## src/rtl/maze_pkg.sv

```systemverilog
// Shared maze bitmap geometry, writer FSM states and the source image generator.
package maze_pkg;

  localparam int unsigned MAZE_WORDS      = 600;
  localparam int unsigned MAZE_COLS       = 160;
  localparam int unsigned MAZE_ROWS       = 120;
  localparam int unsigned MAZE_CELL_SHIFT = 2;
  localparam int unsigned MAZE_DATA_W     = 32;
  localparam int unsigned MAZE_IMG_AW     = 12;

  typedef enum logic [2:0] {
    IDLE     = 3'd0,
    FETCH    = 3'd1,
    WAIT_ROM = 3'd2,
    WRITE    = 3'd3,
    DONE     = 3'd4
  } maze_state_e;

  // Stand-in image content: address in the upper half, its complement below.
  function automatic logic [MAZE_DATA_W-1:0] maze_word(input logic [MAZE_IMG_AW-1:0] a);
    return {4'hA, a, 4'h5, ~a};
  endfunction

endpackage

```

## src/rtl/maze_avl_writer_if.sv

```systemverilog
// Avalon-MM write port between the maze writer (master) and the VGA maze RAM (slave).
interface maze_avl_writer_if #(
  parameter int unsigned ADDR_W = 10
);

  logic [ADDR_W-1:0] AVM_ADDR;
  logic              AVM_WRITE;
  logic              AVM_CS;
  logic [3:0]        AVM_BYTE_EN;
  logic [31:0]       AVM_WRITEDATA;
  logic              AVM_WAITREQUEST;

  modport master (
    output AVM_ADDR,
    output AVM_WRITE,
    output AVM_CS,
    output AVM_BYTE_EN,
    output AVM_WRITEDATA,
    input  AVM_WAITREQUEST
  );

  modport slave (
    input  AVM_ADDR,
    input  AVM_WRITE,
    input  AVM_CS,
    input  AVM_BYTE_EN,
    input  AVM_WRITEDATA,
    output AVM_WAITREQUEST
  );

endinterface

```

## src/rtl/maze_avl_writer.sv

```systemverilog
// Avalon-MM master that copies one stored maze (or zeros) into the VGA maze bitmap RAM.
module maze_avl_writer
  import maze_pkg::*;
#(
  parameter int unsigned NUM_WORDS = MAZE_WORDS,
  parameter int unsigned NUM_MAZES = 4,
  parameter int unsigned ADDR_W    = 10,
  parameter int unsigned ROM_AW    = 12
) (
  input  logic                   CLK,
  input  logic                   RESET,
  input  logic                   start,
  input  logic                   clear,
  input  logic [1:0]             maze_sel,
  output logic                   busy,
  output logic                   done,
  output logic [ROM_AW-1:0]      rom_addr,
  input  logic [MAZE_DATA_W-1:0] rom_q,
  maze_avl_writer_if.master      avm
);

  localparam int unsigned IDX_W = $clog2(NUM_WORDS);
  localparam logic [IDX_W-1:0] IDX_LAST = IDX_W'(NUM_WORDS - 1);

  maze_state_e            state_q, state_d;
  logic [IDX_W-1:0]       idx_q, idx_d;
  logic                   clr_q, clr_d;
  logic [1:0]             sel_q, sel_d;
  logic [ROM_AW-1:0]      rom_addr_q, rom_addr_d;
  logic [MAZE_DATA_W-1:0] wdata_q, wdata_d;
  logic                   busy_q, busy_d;
  logic                   done_q, done_d;
  logic                   write_q, write_d;
  logic [3:0]             be_q, be_d;
  logic [ADDR_W-1:0]      addr_q, addr_d;
  logic [31:0]            sel_ext;
  logic                   sel_ok;

  // Out-of-range maze indices fall back to a clear so the ROM is never over-read.
  always_comb begin
    sel_ext = 32'(maze_sel);
    sel_ok  = (sel_ext < NUM_MAZES);
  end

  // Next-state and next-output logic; outputs derive from the upcoming state.
  always_comb begin
    state_d    = state_q;
    idx_d      = idx_q;
    clr_d      = clr_q;
    sel_d      = sel_q;
    rom_addr_d = rom_addr_q;
    wdata_d    = wdata_q;

    case (state_q)
      IDLE: begin
        if (start) begin
          clr_d   = clear | ~sel_ok;
          sel_d   = maze_sel;
          idx_d   = '0;
          wdata_d = '0;
          state_d = clr_d ? WRITE : FETCH;
        end
      end
      FETCH: begin
        state_d = WAIT_ROM;
      end
      WAIT_ROM: begin
        wdata_d = rom_q;
        state_d = WRITE;
      end
      WRITE: begin
        if (!avm.AVM_WAITREQUEST) begin
          if (idx_q == IDX_LAST) begin
            state_d = DONE;
          end else begin
            idx_d   = idx_q + IDX_W'(1);
            state_d = clr_q ? WRITE : FETCH;
          end
        end
      end
      DONE: begin
        state_d = IDLE;
      end
      default: begin
        state_d = IDLE;
      end
    endcase

    // The ROM address is presented during FETCH so rom_q lands in WAIT_ROM.
    if (state_d == FETCH) begin
      rom_addr_d = ROM_AW'(32'(sel_d) * NUM_WORDS + 32'(idx_d));
    end

    write_d = (state_d == WRITE);
    busy_d  = (state_d inside {FETCH, WAIT_ROM, WRITE});
    done_d  = (state_d == DONE);
    be_d    = write_d ? 4'hF : 4'h0;
    addr_d  = ADDR_W'(idx_d);
  end

  always_ff @(posedge CLK) begin
    if (RESET) begin
      state_q    <= IDLE;
      idx_q      <= '0;
      clr_q      <= 1'b0;
      sel_q      <= '0;
      rom_addr_q <= '0;
      wdata_q    <= '0;
      busy_q     <= 1'b0;
      done_q     <= 1'b0;
      write_q    <= 1'b0;
      be_q       <= '0;
      addr_q     <= '0;
    end else begin
      state_q    <= state_d;
      idx_q      <= idx_d;
      clr_q      <= clr_d;
      sel_q      <= sel_d;
      rom_addr_q <= rom_addr_d;
      wdata_q    <= wdata_d;
      busy_q     <= busy_d;
      done_q     <= done_d;
      write_q    <= write_d;
      be_q       <= be_d;
      addr_q     <= addr_d;
    end
  end

  assign busy              = busy_q;
  assign done              = done_q;
  assign rom_addr          = rom_addr_q;
  assign avm.AVM_ADDR      = addr_q;
  assign avm.AVM_WRITE     = write_q;
  assign avm.AVM_CS        = write_q;
  assign avm.AVM_BYTE_EN   = be_q;
  assign avm.AVM_WRITEDATA = wdata_q;

endmodule

```

## src/flat_wrapper.sv

```systemverilog
// flat-port wrapper written by rule: the top's interface ports become plain ports
module maze_avl_writer_flat import maze_pkg::*;
#(
  parameter int unsigned NUM_WORDS = MAZE_WORDS,
  parameter int unsigned NUM_MAZES = 4,
  parameter int unsigned ADDR_W    = 10,
  parameter int unsigned ROM_AW    = 12
)
  (CLK, RESET, start, clear, maze_sel, busy, done, rom_addr, rom_q, avm_AVM_ADDR, avm_AVM_WRITE, avm_AVM_CS, avm_AVM_BYTE_EN, avm_AVM_WRITEDATA, avm_AVM_WAITREQUEST);
  maze_avl_writer_if #(.ADDR_W(ADDR_W)) avm_i ();
  input  logic CLK;
  input  logic RESET;
  input  logic start;
  input  logic clear;
  input  logic [1:0] maze_sel;
  output logic busy;
  output logic done;
  output logic [ROM_AW-1:0] rom_addr;
  input  logic [MAZE_DATA_W-1:0] rom_q;
  output wire logic [$bits(avm_i.AVM_ADDR)-1:0] avm_AVM_ADDR;
  output wire logic [$bits(avm_i.AVM_WRITE)-1:0] avm_AVM_WRITE;
  output wire logic [$bits(avm_i.AVM_CS)-1:0] avm_AVM_CS;
  output wire logic [$bits(avm_i.AVM_BYTE_EN)-1:0] avm_AVM_BYTE_EN;
  output wire logic [$bits(avm_i.AVM_WRITEDATA)-1:0] avm_AVM_WRITEDATA;
  input wire logic [$bits(avm_i.AVM_WAITREQUEST)-1:0] avm_AVM_WAITREQUEST;
  assign avm_AVM_ADDR = avm_i.AVM_ADDR;
  assign avm_AVM_WRITE = avm_i.AVM_WRITE;
  assign avm_AVM_CS = avm_i.AVM_CS;
  assign avm_AVM_BYTE_EN = avm_i.AVM_BYTE_EN;
  assign avm_AVM_WRITEDATA = avm_i.AVM_WRITEDATA;
  assign avm_i.AVM_WAITREQUEST = avm_AVM_WAITREQUEST;
  maze_avl_writer #(.NUM_WORDS(NUM_WORDS), .NUM_MAZES(NUM_MAZES), .ADDR_W(ADDR_W), .ROM_AW(ROM_AW)) u_core (.CLK(CLK), .RESET(RESET), .start(start), .clear(clear), .maze_sel(maze_sel), .busy(busy), .done(done), .rom_addr(rom_addr), .rom_q(rom_q), .avm(avm_i));
endmodule
```

## config.mk

```make
export PLATFORM = sky130hd
export DESIGN_NAME = maze_avl_writer_flat
export DESIGN_NICKNAME = d
export VERILOG_FILES = /design/src/rtl/maze_pkg.sv /design/src/rtl/maze_avl_writer_if.sv /design/src/rtl/maze_avl_writer.sv /design/src/flat_wrapper.sv
export SDC_FILE = /design/constraint.sdc
export NUM_CORES = 1
export LEC_CHECK = 0
export ABC_CLOCK_PERIOD_IN_PS = 4200
export BUFFER_PORTS_ARGS = -buffer_cell sky130_fd_sc_hd__buf_4
export CAP_MARGIN = 10
export CORE_AREA = 2 2 65 97
export CTS_CLUSTER_DIAMETER = 200
export DETAILED_ROUTE_END_ITERATION = 7
export DIE_AREA = 0 0 67 99
export GPL_TIMING_DRIVEN = 1
export PLACE_DENSITY = 0.77
export RECOVER_POWER = 50
export SLEW_MARGIN = 0
export SYNTH_ARGS = -nofsm -noshare
export SYNTH_HDL_FRONTEND = slang
export SYNTH_SLANG_ARGS = --single-unit
export TNS_END_PERCENT = 50
```

## constraint.sdc

```tcl
create_clock -name CLK -period 4.2 [get_ports CLK]
set_input_delay 0.63 -clock CLK [delete_from_list [all_inputs] [get_ports CLK]]
set_output_delay 0.63 -clock CLK [all_outputs]
set_load 0.005 [all_outputs]
```

==> impl_metrics.json <==
{
  "fin_ws_ns": 0.609,
  "min_period_ns": 3.59,
  "fp.dieW_um": 67,
  "port_buffers": 100,
  "grt_max_degree": 64,
  "cp_data_required_time_ns": 4.44,
  "clock.fmax_mhz": 278,
  "combPwrFrac": 0.164,
  "final_layout_size_suffix_gt1_frac": 0.317,
  "cts_buffers": 9,
  "p_sw_frac": 0.263,
  "ys_types": 44,
  "total_leakage_power_nw": 1.58,
  "synth_ff_type": "dfxtp_1",
  "drv_cap": 0,
  "switchingPower_uw": 363,
  "finalCritPeriodShare": 0.855,
  "grt_usage": 0.203,
  "post-place-ws_ns": 0.600,
  "path_clk_slew_ns": 0.07,
  "wl_per_cell_um": 14.0,
  "die_y_um": 99,
  "synth-edff-count": 0,
  "core-area_um2": 5790,
  "postCtsSetupBuffers": 0,
  "most-common-layout-cells": "dfxtp_1, clkbuf_4, nor2_1",
  "antenna_found_initial": 0,
  "start_kind": "flip-flop",
  "drt_first_pass_iters": 4,
  "ys_ff_latch": 63,
  "synthArstFlopShare": 0,
  "r2r_end": "u_core.rom_addr[9]",
  "dpl.hpwl_mm": 4.67,
  "nNetsFinal": 437,
  "dr.first_iter.drc_count": 176,
  "syn2layout_area_growth_pct": 33.6,
  "crit_arrival_ns": 3.83,
  "gp_congestion": 0.843,
  "p_clk_frac": 0.364,
  "powerDensity_nw_per_um2": 376,
  "hold_viol_final": 0,
  "r2r_start": "u_core.state_q[0]",
  "critPathCapture": "u_core.rom_addr[9]",
  "overflow": 0,
  "via_per_inst": 5.33,
  "cts.path.max_buffers": 2,
  "syn_area_um2": 2740,
  "antennaDiodeCount": 0,
  "io_pins": 101,
  "fin_util": 0.634,
  "drc": 0,
  "layout_commonest_cell": "dfxtp_1",
  "max-vdd-ir-drop_uv": 237,
  "finalSetupViolCount": 0,
  "cts_tree": "built",
  "htree_levels": 3,
  "max-slew-margin-rel": 0.374,
  "cts_root_buf": "clkbuf_8",
  "initial_utilization": 0.474,
  "slew_violations": 0,
  "drt.antenna.violating_nets": 0,
  "rsz0062_at_grt": "no",
  "outcome": "complete, no violations",
  "cts_resized": 0,
  "ys_warn_count": 0,
  "synth_fp_nets": 347,
  "grt_pass1_wl_mm": 10.5,
  "cts_sinks": 63,
  "p_seq_frac": 0.472,
  "grt_pass1_vias": 2309,
  "vias": 2469,
  "finalPower_mw": 1.38,
  "rows": 34,
  "fin_hold_ws_ns": 0.497,
  "routed_wl_mm": 6.46,
  "r2r_cells": 11,
  "synth_cells": 296,
  "dieArea_um2": 6630,
  "postSynthAreaPerCell_um2": 9.27,
  "worstMarginPinSlew_ns": 0.926,
  "cts_hold_buf": 0,
  "power.internal_mw": 1.02,
  "cp_max_fo": 8,
  "path_class": "reg -> reg",
  "fill_cells": 511,
  "cp-end-kind": "flip-flop",
  "r2r_setup_slack_ns": 0.61,
  "finalSetupTns_ns": 0,
  "hold_class": "reg -> reg",
  "finClkSkew_ns": 0.00939,
  "yosysSeqAreaShare": 0.460,
  "crit_start": "u_core.state_q[0]",
  "clk_latency_ns": 0.34
}
==> final cells by class <==
cell class,instances,area (um2),share of cell area
multi-input combinational,203,1330,0.364
sequential,63,1260,0.344
clock buffer,10,128,0.0348
clock inverter,6,61.3,0.0167
timing repair buffer,103,769,0.210
tap,72,90.1,0.0246
inverter,6,22.5,0.00614
==> how the worst min path moves through the flow <==
stage	start	to	slack, ns	cells past startpoint
finish	u_core.avm.AVM_WRITEDATA[31]	u_core.avm.AVM_WRITEDATA[31]	0.50	2
global route	u_core.rom_addr[5]	u_core.rom_addr[5]	0.53	2
CTS	u_core.rom_addr[10]	u_core.rom_addr[10]	0.50	2
detailed placement	u_core.avm.AVM_WRITEDATA[31]	u_core.avm.AVM_WRITEDATA[31]	0.49	2
global placement	u_core.rom_addr[8]	u_core.rom_addr[8]	0.48	2
floorplan	u_core.clr_q	u_core.clr_q	0.47	2
==> power groups by stage <==
| stage | clock network, mW | registers [mW] | logic [mW] |
|---|---|---|---|
| after global routing | 0.536 | 0.655 | 0.252 |
| after detailed placement | 0 | 0.665 | 0.227 |
| after CTS | 0.512 | 0.652 | 0.228 |
| after global placement | 0 | 0.664 | 0.223 |
| after floorplan | 0 | 0.664 | 0.134 |
| final | 0.503 | 0.651 | 0.226 |
==> per-stage QoR <==
stage,std cells,area [um2]
2_1_floorplan,296,2740
3_3_place_gp,446,3480
3_5_place_dp,446,3480
4_1_cts,462,3670
5_1_grt,463,3670
6_report,463,3670
==> kinds of logic after synthesis <==
family | Yosys count | synth area share
DFF | 63 | 0.460
buffers and inverters | 30 | 0.0547
AOI/OAI and AO/OA | 66 | 0.179
muxes | 9 | 0.0333
adders and majority gates | 12 | 0.0575
xor gates and xnor gates | 8 | 0.0255
and+or+nand+nor | 108 | 0.191
==> cells in the mapped netlist (6+ instances only) <==
cell | instances | area, um2
a21oi_1 | 8 | 40.0
a22oi_1 | 32 | 240
dfxtp_1 | 63 | 1260
xnor2_1 | 8 | 70.1
clkbuf_1 | 16 | 60.1
a211oi_1 | 9 | 67.6
ha_1 | 11 | 138
nor2b_1 | 8 | 50.1
nor2_1 | 56 | 210
inv_1 | 6 | 22.5
nand3_1 | 6 | 30.0
mux2i_1 | 8 | 80.1
nand2_1 | 14 | 52.6
==> metal layers <==
metal  part of all wire  global-route usage  vias up  routed length [um]
met5                  0                   0        -                   0
met4              0.023               0.104        0                 151
met3              0.046              0.0422       16                 294
met2               0.52               0.343       62                3370
met1               0.41               0.236     1162                2640
li1                   -                   -     1229                   -
==> flip-flops by register name, summed over array words and instances, names as in the netlist <==
register and count:
u_core.avm.AVM_WRITEDATA 32, u_core.rom_addr 12, u_core.idx_q 10, u_core.state_q 3, u_core.sel_q 2, u_core.avm.AVM_BYTE_EN 1, u_core.busy 1, u_core.clr_q 1
u_core.done 1
==> critical path, stage by stage, from the launching register on <==
cell and delay [ns]:
dfxtp_1 0.39, nor4b_1 0.84, mux2i_1 0.39, inv_1 0.18
ha_1 0.27, fa_1 0.41, a21o_1 0.17, a21oi_1 0.21
o21bai_1 0.09, a21oi_1 0.22, xnor2_1 0.10, a211oi_1 0.24
(Power assumes the default switching activity.)
